<file path="src/rtl/cpu_pkg.sv">
// Shared types and constants for the program-counter sequencer.
package cpu_pkg;

  // Sequencer operating state.
  typedef enum logic [1:0] {
    RUN   = 2'd0,
    HALT  = 2'd1,
    FAULT = 2'd2
  } seq_state_t;

  // Sticky fault cause reported while in FAULT.
  localparam logic [1:0] FAULT_NONE = 2'b00;
  localparam logic [1:0] FAULT_OVF  = 2'b01;
  localparam logic [1:0] FAULT_UNF  = 2'b10;

endpackage

</file>
<file path="src/rtl/ret_stack.sv">
// Hardware return-address LIFO: registered push/pop, combinational top of stack.
module ret_stack #(
  parameter int ADDR_W      = 8,
  parameter int STACK_DEPTH = 4
) (
  input  logic                           clk,
  input  logic                           reset,
  input  logic                           push,
  input  logic                           pop,
  input  logic [ADDR_W-1:0]              push_data,
  output logic [ADDR_W-1:0]              top,
  output logic                           full,
  output logic                           empty,
  output logic [$clog2(STACK_DEPTH):0]   depth
);

  localparam int PW = $clog2(STACK_DEPTH);
  localparam int DW = PW + 1;

  logic [ADDR_W-1:0] mem [STACK_DEPTH];
  logic [DW-1:0]     depth_reg;
  logic [PW-1:0]     wr_idx;
  logic [PW-1:0]     rd_idx;

  // The write slot is the current depth; the top entry sits one below it.
  assign wr_idx = depth_reg[PW-1:0];
  assign rd_idx = wr_idx - PW'(1);
  assign full   = (depth_reg == DW'(STACK_DEPTH));
  assign empty  = (depth_reg == '0);
  assign depth  = depth_reg;
  assign top    = mem[rd_idx];

  // Entry storage; contents survive reset, only the pointer is cleared.
  always_ff @(posedge clk) begin
    if (push && !full) begin
      mem[wr_idx] <= push_data;
    end
  end

  // Depth pointer: guarded so an illegal push/pop never corrupts it.
  always_ff @(posedge clk) begin
    if (reset) begin
      depth_reg <= '0;
    end else if (push && !full) begin
      depth_reg <= depth_reg + DW'(1);
    end else if (pop && !empty) begin
      depth_reg <= depth_reg - DW'(1);
    end
  end

endmodule

</file>
<file path="src/rtl/pc_sequencer.sv">
// Next-PC control: RUN/HALT/FAULT state machine plus a priority mux that
// drives the PC load port. Holding the PC is done by reloading pc_in.
module pc_sequencer
  import cpu_pkg::*;
#(
  parameter int ADDR_W      = 8,
  parameter int STACK_DEPTH = 4
) (
  input  logic                           clk,
  input  logic                           reset,
  input  logic [ADDR_W-1:0]              pc_in,
  input  logic                           stall,
  input  logic                           branch_req,
  input  logic                           branch_cond,
  input  logic [ADDR_W-1:0]              branch_target,
  input  logic                           call_req,
  input  logic                           ret_req,
  input  logic                           halt_req,
  input  logic                           resume,
  output logic                           jump_en,
  output logic [ADDR_W-1:0]              jump_addr,
  output logic                           halted,
  output logic                           fault,
  output logic [1:0]                     fault_code,
  output logic [$clog2(STACK_DEPTH):0]   stack_depth
);

  seq_state_t        state_reg, state_next;
  logic [1:0]        fault_code_reg, fault_code_next;
  logic              push, pop;
  logic [ADDR_W-1:0] stack_top;
  logic              stack_full, stack_empty;
  logic [ADDR_W-1:0] ret_addr;

  // Return address wraps naturally at the address width.
  assign ret_addr = pc_in + ADDR_W'(1);

  ret_stack #(
    .ADDR_W      (ADDR_W),
    .STACK_DEPTH (STACK_DEPTH)
  ) u_ret_stack (
    .clk       (clk),
    .reset     (reset),
    .push      (push),
    .pop       (pop),
    .push_data (ret_addr),
    .top       (stack_top),
    .full      (stack_full),
    .empty     (stack_empty),
    .depth     (stack_depth)
  );

  // State and sticky fault cause.
  always_ff @(posedge clk) begin
    if (reset) begin
      state_reg      <= RUN;
      fault_code_reg <= FAULT_NONE;
    end else begin
      state_reg      <= state_next;
      fault_code_reg <= fault_code_next;
    end
  end

  // Priority decode: only the highest-priority request acts in RUN.
  always_comb begin
    state_next      = state_reg;
    fault_code_next = fault_code_reg;
    jump_en         = 1'b0;
    jump_addr       = '0;
    push            = 1'b0;
    pop             = 1'b0;
    if (!reset) begin
      case (state_reg)
        RUN: begin
          if (stall) begin
            jump_en   = 1'b1;
            jump_addr = pc_in;
          end else if (halt_req) begin
            jump_en    = 1'b1;
            jump_addr  = pc_in;
            state_next = HALT;
          end else if (ret_req) begin
            jump_en = 1'b1;
            if (stack_empty) begin
              jump_addr       = pc_in;
              state_next      = FAULT;
              fault_code_next = FAULT_UNF;
            end else begin
              jump_addr = stack_top;
              pop       = 1'b1;
            end
          end else if (call_req) begin
            jump_en = 1'b1;
            if (stack_full) begin
              jump_addr       = pc_in;
              state_next      = FAULT;
              fault_code_next = FAULT_OVF;
            end else begin
              jump_addr = branch_target;
              push      = 1'b1;
            end
          end else if (branch_req && branch_cond) begin
            jump_en   = 1'b1;
            jump_addr = branch_target;
          end
        end
        HALT: begin
          jump_en   = 1'b1;
          jump_addr = pc_in;
          if (resume) begin
            state_next = RUN;
          end
        end
        FAULT: begin
          jump_en   = 1'b1;
          jump_addr = pc_in;
        end
        default: begin
          state_next = RUN;
        end
      endcase
    end
  end

  assign halted     = (state_reg == HALT);
  assign fault      = (state_reg == FAULT);
  assign fault_code = fault_code_reg;

endmodule
</file>
<file path="config.mk">
export PLATFORM = sky130hd
export DESIGN_NAME = pc_sequencer
export DESIGN_NICKNAME = d
export VERILOG_FILES = /design/src/rtl/cpu_pkg.sv /design/src/rtl/ret_stack.sv /design/src/rtl/pc_sequencer.sv
export SDC_FILE = /design/constraint.sdc
export NUM_CORES = 1
export LEC_CHECK = 0
export CAP_MARGIN = 20
export CORE_UTILIZATION = 45
export CTS_BUF_LIST = sky130_fd_sc_hd__clkbuf_16
export CTS_CLUSTER_SIZE = 12
export DETAILED_ROUTE_END_ITERATION = 7
export GPL_ROUTABILITY_DRIVEN = 0
export PLACE_DENSITY = 0.74
export SYNTH_ARGS = -nofsm -noshare
export SYNTH_HDL_FRONTEND = slang
export SYNTH_SLANG_ARGS = --single-unit
export TNS_END_PERCENT = 30
</file>
<file path="constraint.sdc">
create_clock -name clk -period 2.49 [get_ports clk]
set_clock_uncertainty 0.2 [all_clocks]
set_input_delay 0.6225 -clock clk [delete_from_list [all_inputs] [get_ports clk]]
set_output_delay 0.6225 -clock clk [all_outputs]
set_load 0.01 [all_outputs]
</file>
==> flow_summary_export.csv, run 1 <==
group,metric,value,unit
logic_synthesis,synth_flop_cell,"edfxtp_1",
critical_path,critPathMaxStageDelay,330,ps
detailed_routing,drtIter0Drc,126,
job,maxCapViolCount,0,
detailed_routing,postRouteWirelength,5.369,mm
min_path,hp-start,"fault_code[1]",
logic_synthesis,synth-async-reset-ratio,0,
detailed_routing,drt_drc_violations_left,0,
cells_and_area,final_area,0.003075,sq mm
status,outcome,"finished, violations left",
clock_network,clock_sinks,39,
logic_synthesis,synth_area,0.002047,sq mm
detailed_routing,dr_total_vias,1613,
logic_synthesis,synth_compound_area_frac,0.09230,
floorplan,start_util,0.4701,
critical_path,cp_data_arrival_time,1920,ps
logic_synthesis,synth_top_family_by_area,"simple AND/OR/NAND/NOR gates",
logic_synthesis,avgSynthCellArea,13.47,sq um
power_and_ir_drop,total_power,1.947,mW
clock_network,htreeDepth,2,
timing,drv_slew,0,
critical_path,crit_chain,"inv_2 > ha_4 > nor3_4 > buf_6 > a21oi_4 > buf_6 > a221o_1 > buf_2",
clock_network,postCtsHoldBufs,0,
logic_synthesis,yosys.area_share.simple,0.1449,
global_route,grt_util_all_layers,0.2403,
critical_path,worstReg2RegStart,"state_reg[0]",
critical_path,crit_fanout,7,
global_route,antenna_found_initial,0,
timing,timing.fmax,364.5,MHz
timing,hold_viol,0,
detailed_routing,routed_wire_length_per_instance,18.32,microns
floorplan,io_pins,41,
cells_and_area,drive_gt1_frac,0.4108,
logic_synthesis,synth_xor_area_frac,0.03423,
critical_path,crit_type,"register to output pin",
logic_synthesis,ys_types,41,
detailed_routing,postRouteAntennaNets,0,
floorplan,die_w,69.45,microns
critical_path,required,1670,ps
timing,whs,303.0,ps
power_and_ir_drop,max-vdd-ir-drop,0.0003475,V
timing,setup_viol,9,
power_and_ir_drop,power_density,633.2,mW/mm^2
min_path,hp-class,"register to register",
critical_path,cpMaxStageDelayCell,"dfxtp_2",
global_route,grt_max_degree,14,
floorplan,dieArea,0.004823,sq mm
clock_network,numCtsBuffers,5,
critical_path,start_kind,"register",
place,post-place-ws,-909.7,ps
cells_and_area,n_antenna_cell,0,
critical_path,cpMostUsedCell,"buf_6",
place,dpl_cell_area,0.002833,sq mm
cells_and_area,layout_commonest_cell,"buf_4",
cells_and_area,fillers,288,
timing,slew_headroom,0.6570,
min_path,min_to,"fault_code[1]",
cells_and_area,largest_reg_flops,32,
min_path,hold_path_depth,2,
timing,rsz0062_at_grt,"yes",
status,violations,"setup timing",
power_and_ir_drop,leakagePower,1.203,nW
logic_synthesis,yosysWarningCount,0,
cells_and_area,nNetsFinal,275,
critical_path,reg2reg_depth,11,
critical_path,r2r_slack,220,ps
global_route,gr-total-overflow,0,
place,dp_hpwl,3.620,mm
global_route,grt_pass1_vias,1796,
logic_synthesis,ys_seq_elements,39,
clock_network,clk_pin_slew,60,ps
clock_network,cts_root_buf,"clkbuf_16",
cells_and_area,area_delta_synth_final,50.24,%
logic_synthesis,syn_nets,187,
floorplan,row_count,24,
logic_synthesis,syn-instance-count,152,
logic_synthesis,synthMuxAreaShare,0.1027,
clock_network,clockBufferDepth,2,
floorplan,coreArea,0.004354,sq mm
place,port_buffers,40,
timing,fin_ws,-253.7,ps
detailed_routing,via_per_inst,5.505,
cells_and_area,final_cell_mix,"buf_4 (39), edfxtp_1 (32), clkdlybuf4s50_1 (24)",
global_route,grt_pass1_wl,8.928,mm
logic_synthesis,synth_edf_count,32,
critical_path,worstReg2RegEnd,"u_ret_stack.depth[2]",
logic_synthesis,yosysSeqAreaShare,0.5379,
critical_path,endpoint_kind,"output pin",
timing,finalSetupTns,-1834,ps
timing,period_share,1.102,
timing,tightest_slew,514.6,ps
timing,period_minus_slack,2744,ps
clock_network,cts_tree,"built",
clock_network,clk_latency,280,ps
floorplan,chipHeight,69.45,microns
logic_synthesis,synthAdderAreaFrac,0.06112,
detailed_routing,dr.pass1.iters,4,
==> metrics by stage <==
| step | utilization | cells |
|---|---|---|
| 3_5_place_dp | 0.6506 | 280 |
| 2_1_floorplan | - | 152 |
| 6_report | 0.7063 | 293 |
| 4_1_cts | 0.6943 | 291 |
| 5_1_grt | 0.7063 | 293 |
| 3_3_place_gp | 0.6506 | 280 |
==> cells in the mapped netlist (2+ instances only) <==
master	n	share of area
edfxtp_1	32	0.47
ha_1	10	0.061
a221o_1	8	0.039
mux4_2	8	0.088
nor2b_1	8	0.024
dfxtp_1	7	0.068
inv_1	7	0.013
nor2_1	7	0.013
nand3_1	6	0.015
xnor2_1	6	0.026
and2_1	5	0.015
nand2_1	5	0.0092
a21oi_1	3	0.0073
mux2i_1	3	0.015
nand2b_1	3	0.0092
nor3_1	3	0.0073
and3_1	2	0.0061
buf_2	2	0.0049
nand3b_1	2	0.0073
nor3b_1	2	0.0073
o211ai_1	2	0.0073
xor2_1	2	0.0086
==> routing by layer <==
layer	wire, microns	part of all wire	vias up	GRT usage
met1	2232	0.42	796	0.2940
met3	255	0.047	5	0.05233
met2	2841	0.53	47	0.4272
met5	0	0	-	0
li1	-	-	765	-
met4	38	0.0071	0	0.06349
==> layout make-up <==
type	count	area, sq um	area share
Multi-Input combinational cell	101	974.7	0.3169
Timing Repair Buffer	86	729.5	0.2372
Sequential cell	39	1109	0.3605
Clock buffer	5	125.1	0.04068
Clock inverter	3	43.79	0.01424
Inverter	7	28.78	0.009357
Tap cell	52	65.06	0.02116
==> logic make-up (layout without fill, tap and decap cells) <==
kind of cell / after synthesis / after routing
simple gates: 50 / 50
flops: 39 / 39
mux: 11 / 11
xor+xnor: 8 / 8
compound gates: 22 / 22
buf+inv: 12 / 101
fa+ha+maj: 10 / 10
==> critical path: cells and delay by family, from the launching register on <==
kind / cells / cell delay, ps
adder cells (fa/ha/maj): 1 / 250
flip-flops: 1 / 330
AO/OA/AOI/OAI: 2 / 380
AND/OR/NAND/NOR: 1 / 220
buffers and inverters: 4 / 450
==> worst max path at each step <==
stage | startpoint | endpoint | slack (ps) | cells past startpoint
6_report | state_reg[1] | jump_addr[0] | -250 | 8
5_1_grt | state_reg[1] | jump_addr[0] | -300 | 8
4_1_cts | u_ret_stack.depth[0] | jump_addr[6] | -230 | 6
3_5_place_dp | halt_req | jump_addr[6] | -910 | 6
3_3_place_gp | halt_req | jump_addr[0] | -850 | 6
2_1_floorplan | u_ret_stack.depth[1] | jump_addr[0] | 10 | 6
==> report_power, final <==
group          switching [mW]  internal (mW)
Clock                   0.261          0.472
Combinational           0.217          0.266
Sequential            0.00873          0.723
Total                   0.486           1.46
==> what timing repair did <==
item,in CTS,in global routing
setup buffers,4,2
pin swaps,9,6
endpoints found under the hold margin,0,0
gates resized for setup,67,13
endpoints found under the setup margin,10,9
No activity file was read; power rests on OpenSTA's default activity.
==> inputs of run 2 (changes only) <==
--- a/config.mk
+++ b/config.mk
@@ -12,6 +12,7 @@
 export DETAILED_ROUTE_END_ITERATION = 7
 export GPL_ROUTABILITY_DRIVEN = 0
 export PLACE_DENSITY = 0.74
+export RECOVER_POWER = 50
 export SYNTH_ARGS = -nofsm -noshare
 export SYNTH_HDL_FRONTEND = slang
 export SYNTH_SLANG_ARGS = --single-unit
==> run 2 against run 1 <==
  * The flow still finishes with violations (setup timing)
  * Cell area shrank 0.53%
  * Hold slack got worse by 4.1 ps
  * Clock power about the same
  * Die area unchanged
  * Setup slack worse by 1.1 ps
  * Register-to-register slack got worse by 110 ps
  * Combinational power down 1%
  * Critical path depth stayed put
  * Fmax barely moved
  * Final cell count stayed put
  * Total power down 0.17%
  * Critical endpoint unchanged
  * Highest routed layer unchanged
==> flow_summary_export.csv, run 2 (synthesis results as in run 1) <==
group,metric,value,unit
floorplan,row_count,24,
global_route,grt_pass1_wl,8.928,mm
detailed_routing,drt_drc_violations_left,0,
detailed_routing,dr.pass1.iters,4,
floorplan,start_util,0.4701,
clock_network,clockBufferDepth,2,
floorplan,dieArea,0.004823,sq mm
power_and_ir_drop,max-vdd-ir-drop,0.0003458,V
timing,timing.fmax,364.3,MHz
power_and_ir_drop,switchingPower,0.4870,mW
critical_path,crit_type,"register to output pin",
floorplan,chipHeight,69.45,microns
detailed_routing,routed_wire_length_per_instance,18.30,microns
clock_network,numCtsBuffers,5,
critical_path,start_kind,"register",
status,violations,"setup timing",
place,port_buffers,40,
timing,period_share,1.102,
cells_and_area,largest_reg_flops,32,
critical_path,crit_fanout,7,
critical_path,required,1670,ps
status,outcome,"finished, violations left",
timing,drv_slew,0,
job,maxCapViolCount,0,
timing,fin_ws,-254.8,ps
global_route,top_usage_layer,"met2",
power_and_ir_drop,intPower,1.457,mW
floorplan,coreArea,0.004354,sq mm
cells_and_area,nNetsFinal,275,
timing,setup_viol,9,
critical_path,cp_data_arrival_time,1920,ps
detailed_routing,drtIter0Drc,102,
global_route,grt_pass1_vias,1796,
global_route,met2_usage,0.4272,
clock_network,cts_root_buf,"clkbuf_16",
clock_network,postCtsHoldBufs,0,
timing,tightest_slew,511.3,ps
cells_and_area,drive_gt1_frac,0.3983,
cells_and_area,final_cell_mix,"buf_4 (37), edfxtp_1 (32), clkdlybuf4s50_1 (17)",
place,post-place-ws,-909.7,ps
global_route,use_met1,0.2940,
clock_network,clk_latency,280,ps
cells_and_area,n_antenna_cell,0,
clock_network,htreeDepth,2,
power_and_ir_drop,power.share.clock,0.378,
cells_and_area,area_delta_synth_final,49.45,%
clock_network,cts_tree,"built",
timing,rsz0062_at_grt,"yes",
power_and_ir_drop,combinationalPowerShare,0.246,
power_and_ir_drop,leakagePower,1.214,nW
detailed_routing,dr_total_vias,1604,
global_route,grtUsageMet3,0.05233,
place,dp_hpwl,3.620,mm
detailed_routing,postRouteAntennaNets,0,
power_and_ir_drop,total_power,1.944,mW
min_path,hp-class,"register to register",
power_and_ir_drop,power_density,635.5,mW/mm^2
global_route,antenna_found_initial,0,
timing,slew_headroom,0.6592,
power_and_ir_drop,swShare,0.2505,
timing,period_minus_slack,2745,ps
floorplan,die_w,69.45,microns
floorplan,io_pins,41,
power_and_ir_drop,pwr-share-seq,0.376,
detailed_routing,postRouteWirelength,5.362,mm
global_route,gr-total-overflow,0,
cells_and_area,layout_commonest_cell,"buf_4",
clock_network,clock_sinks,39,
global_route,grt_util_all_layers,0.2403,
timing,hold_viol,0,
clock_network,clk_pin_slew,60,ps
global_route,grt_max_degree,14,
detailed_routing,via_per_inst,5.474,
timing,finalSetupTns,-1831,ps
critical_path,endpoint_kind,"output pin",
run 2: cell count changes in the layout (fill, tap and decap cells not counted):
cell	before	now
nor4b_2	1	0
nor4b_1	0	1
clkbuf_2	0	1
clkdlybuf4s50_1	24	17
dlygate4sd3_1	0	7
buf_4	39	37
a21oi_2	2	1
clkbuf_1	0	1
a21oi_1	2	3
run 2: what timing repair did:
item,in CTS,in global routing
setup endpoints to repair,10,9
setup buffers,4,2
pin swaps,9,6
hold endpoints to repair,0,0
gates resized for setup,67,13
run 2: per-layer routing:
layer	vias to the layer above	part of all wire
met2	41	0.53
met3	5	0.044
met5	-	0
li1	764	-
met4	0	0.0071
met1	794	0.42
run 2: area by class of cell:
class	instances	area, sq um
fillers	295	1295
flip-flops and latches	39	1109
multi-input cells	101	964.7
repair buffers	86	723.2
clock buffers	5	125.1
well taps	52	65.06
clock inverters	3	43.79
inverters	7	28.78
run 2: path summary, 6_finish.rpt:
kind,from,end,slack (ps),cells after the start
worst max-delay path,state_reg[1],jump_addr[0],-250,8
worst min-delay path,fault_code[1],fault_code[1],300,2
worst max register to register,state_reg[0],u_ret_stack.mem[3][6],110,9
worst min register to register,fault_code[1],fault_code[1],300,2
run 2: power by group through the flow:
stage          Sequential [mW]  Clock, mW  Combinational, mW
2_1_floorplan            0.747          0              0.192
3_3_place_gp             0.742          0              0.413
3_5_place_dp             0.742          0              0.427
4_1_cts                  0.730      0.738              0.441
5_1_grt                  0.733      0.771              0.506
6_report                 0.731      0.734              0.478
run 2: worst max-delay path, cell delays in order (launching register included):
cell and delay [ps]:
dfxtp_2 330, inv_2 50, ha_4 250, nor3_4 220, buf_6 130, a21oi_4 80
buf_6 130, a221o_1 300, buf_2 140
run 2: per-stage QoR:
stage / util / area (sq um) / hold slack, ps / cells
after global routing: 0.7026 / 3059 / 354.4 / 293
after floorplan: - / 2074 / 315.1 / 152
after global placement: 0.6506 / 2833 / 276.9 / 280
after CTS: 0.6943 / 3023 / 302.2 / 291
final: 0.7026 / 3059 / 298.9 / 293
after detailed placement: 0.6506 / 2833 / 288.4 / 280
==> inputs of run 3 (changes only) <==
--- a/config.mk
+++ b/config.mk
@@ -7,12 +7,10 @@
 export LEC_CHECK = 0
 export CAP_MARGIN = 20
 export CORE_UTILIZATION = 45
-export CTS_BUF_LIST = sky130_fd_sc_hd__clkbuf_16
 export CTS_CLUSTER_SIZE = 12
 export DETAILED_ROUTE_END_ITERATION = 7
-export GPL_ROUTABILITY_DRIVEN = 0
 export PLACE_DENSITY = 0.74
-export RECOVER_POWER = 50
+export RECOVER_POWER = 25
 export SYNTH_ARGS = -nofsm -noshare
 export SYNTH_HDL_FRONTEND = slang
 export SYNTH_SLANG_ARGS = --single-unit
==> run 3 against run 2 <==
  * The flow still finishes with violations (setup timing)
  * Fmax up 0.24%
  * Clock power down 28%
  * Non-clock buffer count down 1
  * Cell area down 1.1%
  * Sequential power about the same
  * Largest cell class unchanged
==> flow_summary_export.csv, run 3 (synthesis results as in run 1) <==
group,metric,value,unit
clock_network,cts_root_buf,"clkbuf_8",
detailed_routing,via_per_inst,5.390,
cells_and_area,n_antenna_cell,0,
cells_and_area,area_delta_synth_final,47.74,%
timing,rsz0062_at_grt,"yes",
critical_path,startpoint,"halt_req",
critical_path,cp_data_arrival_time,1920,ps
place,dpl_cell_area,0.002833,sq mm
global_route,grt_util_all_layers,0.2318,
global_route,antenna_found_initial,0,
critical_path,setup.worst_path.end,"jump_addr[1]",
place,port_buffers,40,
global_route,grt_pass1_wl,8.659,mm
floorplan,io_pins,41,
detailed_routing,postRouteWirelength,5.081,mm
timing,drv_slew,0,
power_and_ir_drop,max-vdd-ir-drop,0.0002939,V
timing,slew_headroom,0.6753,
global_route,grt_max_degree,14,
cells_and_area,nNetsFinal,274,
cells_and_area,final_area,0.003024,sq mm
timing,fin_ws,-248.2,ps
detailed_routing,dr_total_vias,1574,
timing,period_minus_slack,2738,ps
cells_and_area,final_util,0.6945,
cells_and_area,layout_commonest_cell,"buf_4",
critical_path,reg2reg_depth,11,
timing,timing.fmax,365.2,MHz
cells_and_area,drive_gt1_frac,0.4000,
timing,tightest_slew,487.1,ps
power_and_ir_drop,leakagePower,1.181,nW
timing,setup_viol,8,
min_path,hp-start,"fault_code[1]",
critical_path,worstReg2RegStart,"state_reg[1]",
min_path,hold_path_depth,2,
power_and_ir_drop,total_power,1.724,mW
min_path,hp-class,"register to register",
critical_path,worstReg2RegEnd,"u_ret_stack.depth[2]",
status,outcome,"finished, violations left",
clock_network,clk_latency,290,ps
critical_path,crit_type,"input pin to output pin",
critical_path,start_kind,"input pin",
global_route,grt_pass1_vias,1792,
clock_network,numCtsBuffers,5,
critical_path,required,1670,ps
floorplan,coreArea,0.004354,sq mm
floorplan,start_util,0.4701,
detailed_routing,routed_wire_length_per_instance,17.40,microns
clock_network,clock_sinks,39,
detailed_routing,drt_drc_violations_left,0,
detailed_routing,drtIter0Drc,95,
critical_path,crit_fanout,7,
place,gp_congestion,0.7967,
power_and_ir_drop,power_density,569.9,mW/mm^2
timing,period_share,1.100,
place,dp_hpwl,3.620,mm
critical_path,endpoint_kind,"output pin",
floorplan,dieArea,0.004823,sq mm
status,violations,"setup timing",
clock_network,cts_tree,"built",
clock_network,clk_pin_slew,80,ps
detailed_routing,dr.pass1.iters,4,
global_route,gr-total-overflow,0,
detailed_routing,postRouteAntennaNets,0,
job,maxCapViolCount,0,
cells_and_area,final_cell_mix,"buf_4 (34), edfxtp_1 (32), clkdlybuf4s50_1 (22)",
timing,finalSetupTns,-1762,ps
timing,hold_viol,0,
cells_and_area,largest_reg_flops,32,
clock_network,clockBufferDepth,2,
floorplan,row_count,24,
floorplan,die_w,69.45,microns
clock_network,htreeDepth,2,
floorplan,chipHeight,69.45,microns
critical_path,r2r_slack,180,ps
[run 3: per-layer routing]
layer  share of wire  up-vias  global-route usage
met4           0.015        0             0.07937
met1            0.42      757              0.2843
met2            0.52       46              0.3981
met5               0        -                   0
met3           0.048        8             0.05669
li1                -      763                   -
[run 3: per-stage QoR]
| step | worst slack [ps] | hold slack [ps] | std cells |
|---|---|---|---|
| finish | -248.2 | 303.6 | 292 |
| global placement | -848.9 | 276.9 | 280 |
| CTS | -255.8 | 306.9 | 292 |
| floorplan | 12.89 | 315.1 | 152 |
| detailed placement | -909.7 | 288.4 | 280 |
| global route | -302.4 | 366.1 | 292 |
[run 3: worst min path at each step]
| stage | end | slack [ps] |
|---|---|---|
| after floorplan | state_reg[0] | 320 |
| after global placement | fault_code[1] | 280 |
| after detailed placement | fault_code[1] | 290 |
| after CTS | fault_code[1] | 310 |
| after global routing | fault_code[1] | 370 |
| final | fault_code[1] | 300 |
[run 3: cell type report]
class                   instances  area, sq um
repair buffers                 85        732.0
clock buffers                   5        68.82
flip-flops and latches         39         1109
fillers                       297         1330
well taps                      52        65.06
multi-input cells             101        977.2
inverters                       7        28.78
clock inverters                 3        43.79
[run 3: worst max-delay path, cell delays in order]
cell,delay (ps)
clkdlybuf4s15_2,200
buf_6,120
nor3_4,170
buf_6,120
a21oi_4,80
buf_6,130
a221o_1,320
buf_2,140
[run 3: timing repair]
item	4_1_cts	5_1_grt
cloned	0	0
hold buffers	0	0
endpoints found under the setup margin	9	10
resized for setup	63	20
setup buffers	4	0
pin swaps	8	9
[run 3: where the power goes]
group | total [mW] | leakage, nW | switching (mW) | internal, mW
Sequential | 0.730 | 0.347 | 0.00832 | 0.722
Clock | 0.530 | 0.0581 | 0.231 | 0.298
Combinational | 0.464 | 0.776 | 0.208 | 0.256
Total | 1.72 | 1.18 | 0.448 | 1.28
==> variant (flow settings as in run 3) <==
`STACK_DEPTH` is set to 4 in 2 places; all go to 8.
--- a/src/rtl/ret_stack.sv
+++ b/src/rtl/ret_stack.sv
@@ -2,5 +2,5 @@
 module ret_stack #(
   parameter int ADDR_W      = 8,
-  parameter int STACK_DEPTH = 4
+  parameter int STACK_DEPTH = 8
 ) (
   input  logic                           clk,
--- a/src/rtl/pc_sequencer.sv
+++ b/src/rtl/pc_sequencer.sv
@@ -5,5 +5,5 @@
 #(
   parameter int ADDR_W      = 8,
-  parameter int STACK_DEPTH = 4
+  parameter int STACK_DEPTH = 8
 ) (
   input  logic                           clk,
Interface: changed (resized stack_depth); port bits go from 41 to 42. No check against the original RTL was run, so the function may have changed too.
==> variant against run 3 <==
The flow still finishes with violations (setup timing); sequential cell count grew 33; power increased by 85%; wire length up 79%; cell area increased by 66%; maximum frequency fell by 7.0%; worst setup slack worse by 0.21 ns; area after synthesis up 77%.
==> variant: results (changes against run 3) <==
final setup violation count=33 (+25); non-clock buffer share of cell area=0.197 (-0.0453); WL met2=4580 microns (+75%); final worst slack=-0.455 ns (-0.207 ns); XOR/XNOR Fraction of Synth Area=0.0217 (-0.0125); number of DRC markers in iteration 0=128 (+35%); max reg flops=64 (+100%); maximum vdd drop=0.386 mV (+31%); crit-path max FO=4 (-3); Synth Area in Adders=0.0331 (-0.0280); violated checks=setup timing; Crit Reg-Reg Endpoint=u_ret_stack.depth[3]; GR Layer Usage met2=0.372 (-0.0259); post-synthesis cell type count=53 (+29%); delay-heaviest family, CP=compound AO/OA/AOI/OAI gates; area of placed instances=4680 sq um (+65%); Synth area leaders=edfxtp_1, mux4_1, dfxtp_1; crit path to=jump_addr[5]; Multi-input gate area=1580 sq um (+62%); largest net degree at the start of global routing=16 (+2); Critical Path AT=2.12 ns (+0.20 ns); CTS buffer count=9 (+4); leakage power=1.82 nW (+54%); R2R cell count=10 (-1); final core occ=0.647 (-0.0478); Post-synth EDFFs=64 (+100%); worst r2r src=u_ret_stack.depth[0]; inverters=6 (-1); #MultiIn Comb=159 (+57%); cells after synthesis=251 (+65%); Mapped Nets=285 (+52%); most instantiated cells after synthesis=edfxtp_1, a31oi_1, mux4_1, nor2_1, o21ai_0; num sequential=72 (+85%); R2R Setup Slk=-0.01 ns (-0.19 ns); Non-clock buffers=118 (+39%); clock latency on the worst-skew pair=0.35 ns (+0.06 ns); fin nets=400 (+46%); GPL Wtd Cong=0.841 (+5.6%); vias in the first global route=2802 (+56%); DP Cell Count=446 (+59%); DP HPWL=6400 microns (+77%); row count=32 (+33%); status=finished with violations; sequential element share of the synthesized area=0.573 (+0.0355); Place WS=-0.966 ns (-0.0563 ns); Crit Path Category=reg2out
==> variant: changes by cell type in the layout (fill, tap and decap cells not counted), moves of 7 or more <==
cell,delta
a21o_1,+7
buf_4,+29
a31oi_1,+10
edfxtp_1,+32
a221o_1,-8
o21ai_0,+11
==> variant: worst min path at each step <==
stage                        startpoint       endpoint  slack, ns  cells past startpoint
final                     fault_code[1]  fault_code[1]       0.30                      2
after global routing      fault_code[1]  fault_code[1]       0.32                      2
after CTS                 fault_code[1]  fault_code[1]       0.29                      2
after detailed placement  fault_code[1]  fault_code[1]       0.28                      2
after global placement    fault_code[1]  fault_code[1]       0.28                      2
after floorplan           fault_code[1]  fault_code[1]       0.30                      2
==> variant: where the power goes <==
group          switching, mW  total [mW]  internal [mW]
Combinational          0.427       0.880          0.453
Clock                  0.481       0.961          0.480
Sequential            0.0129        1.35           1.34
==> variant: timing repair <==
item,CTS,global route
gates cloned,0,0
endpoints found under the hold margin,0,0
setup buffers,11,1
endpoints found under the setup margin,84,26
resized for setup,74,14
pin swaps,21,4
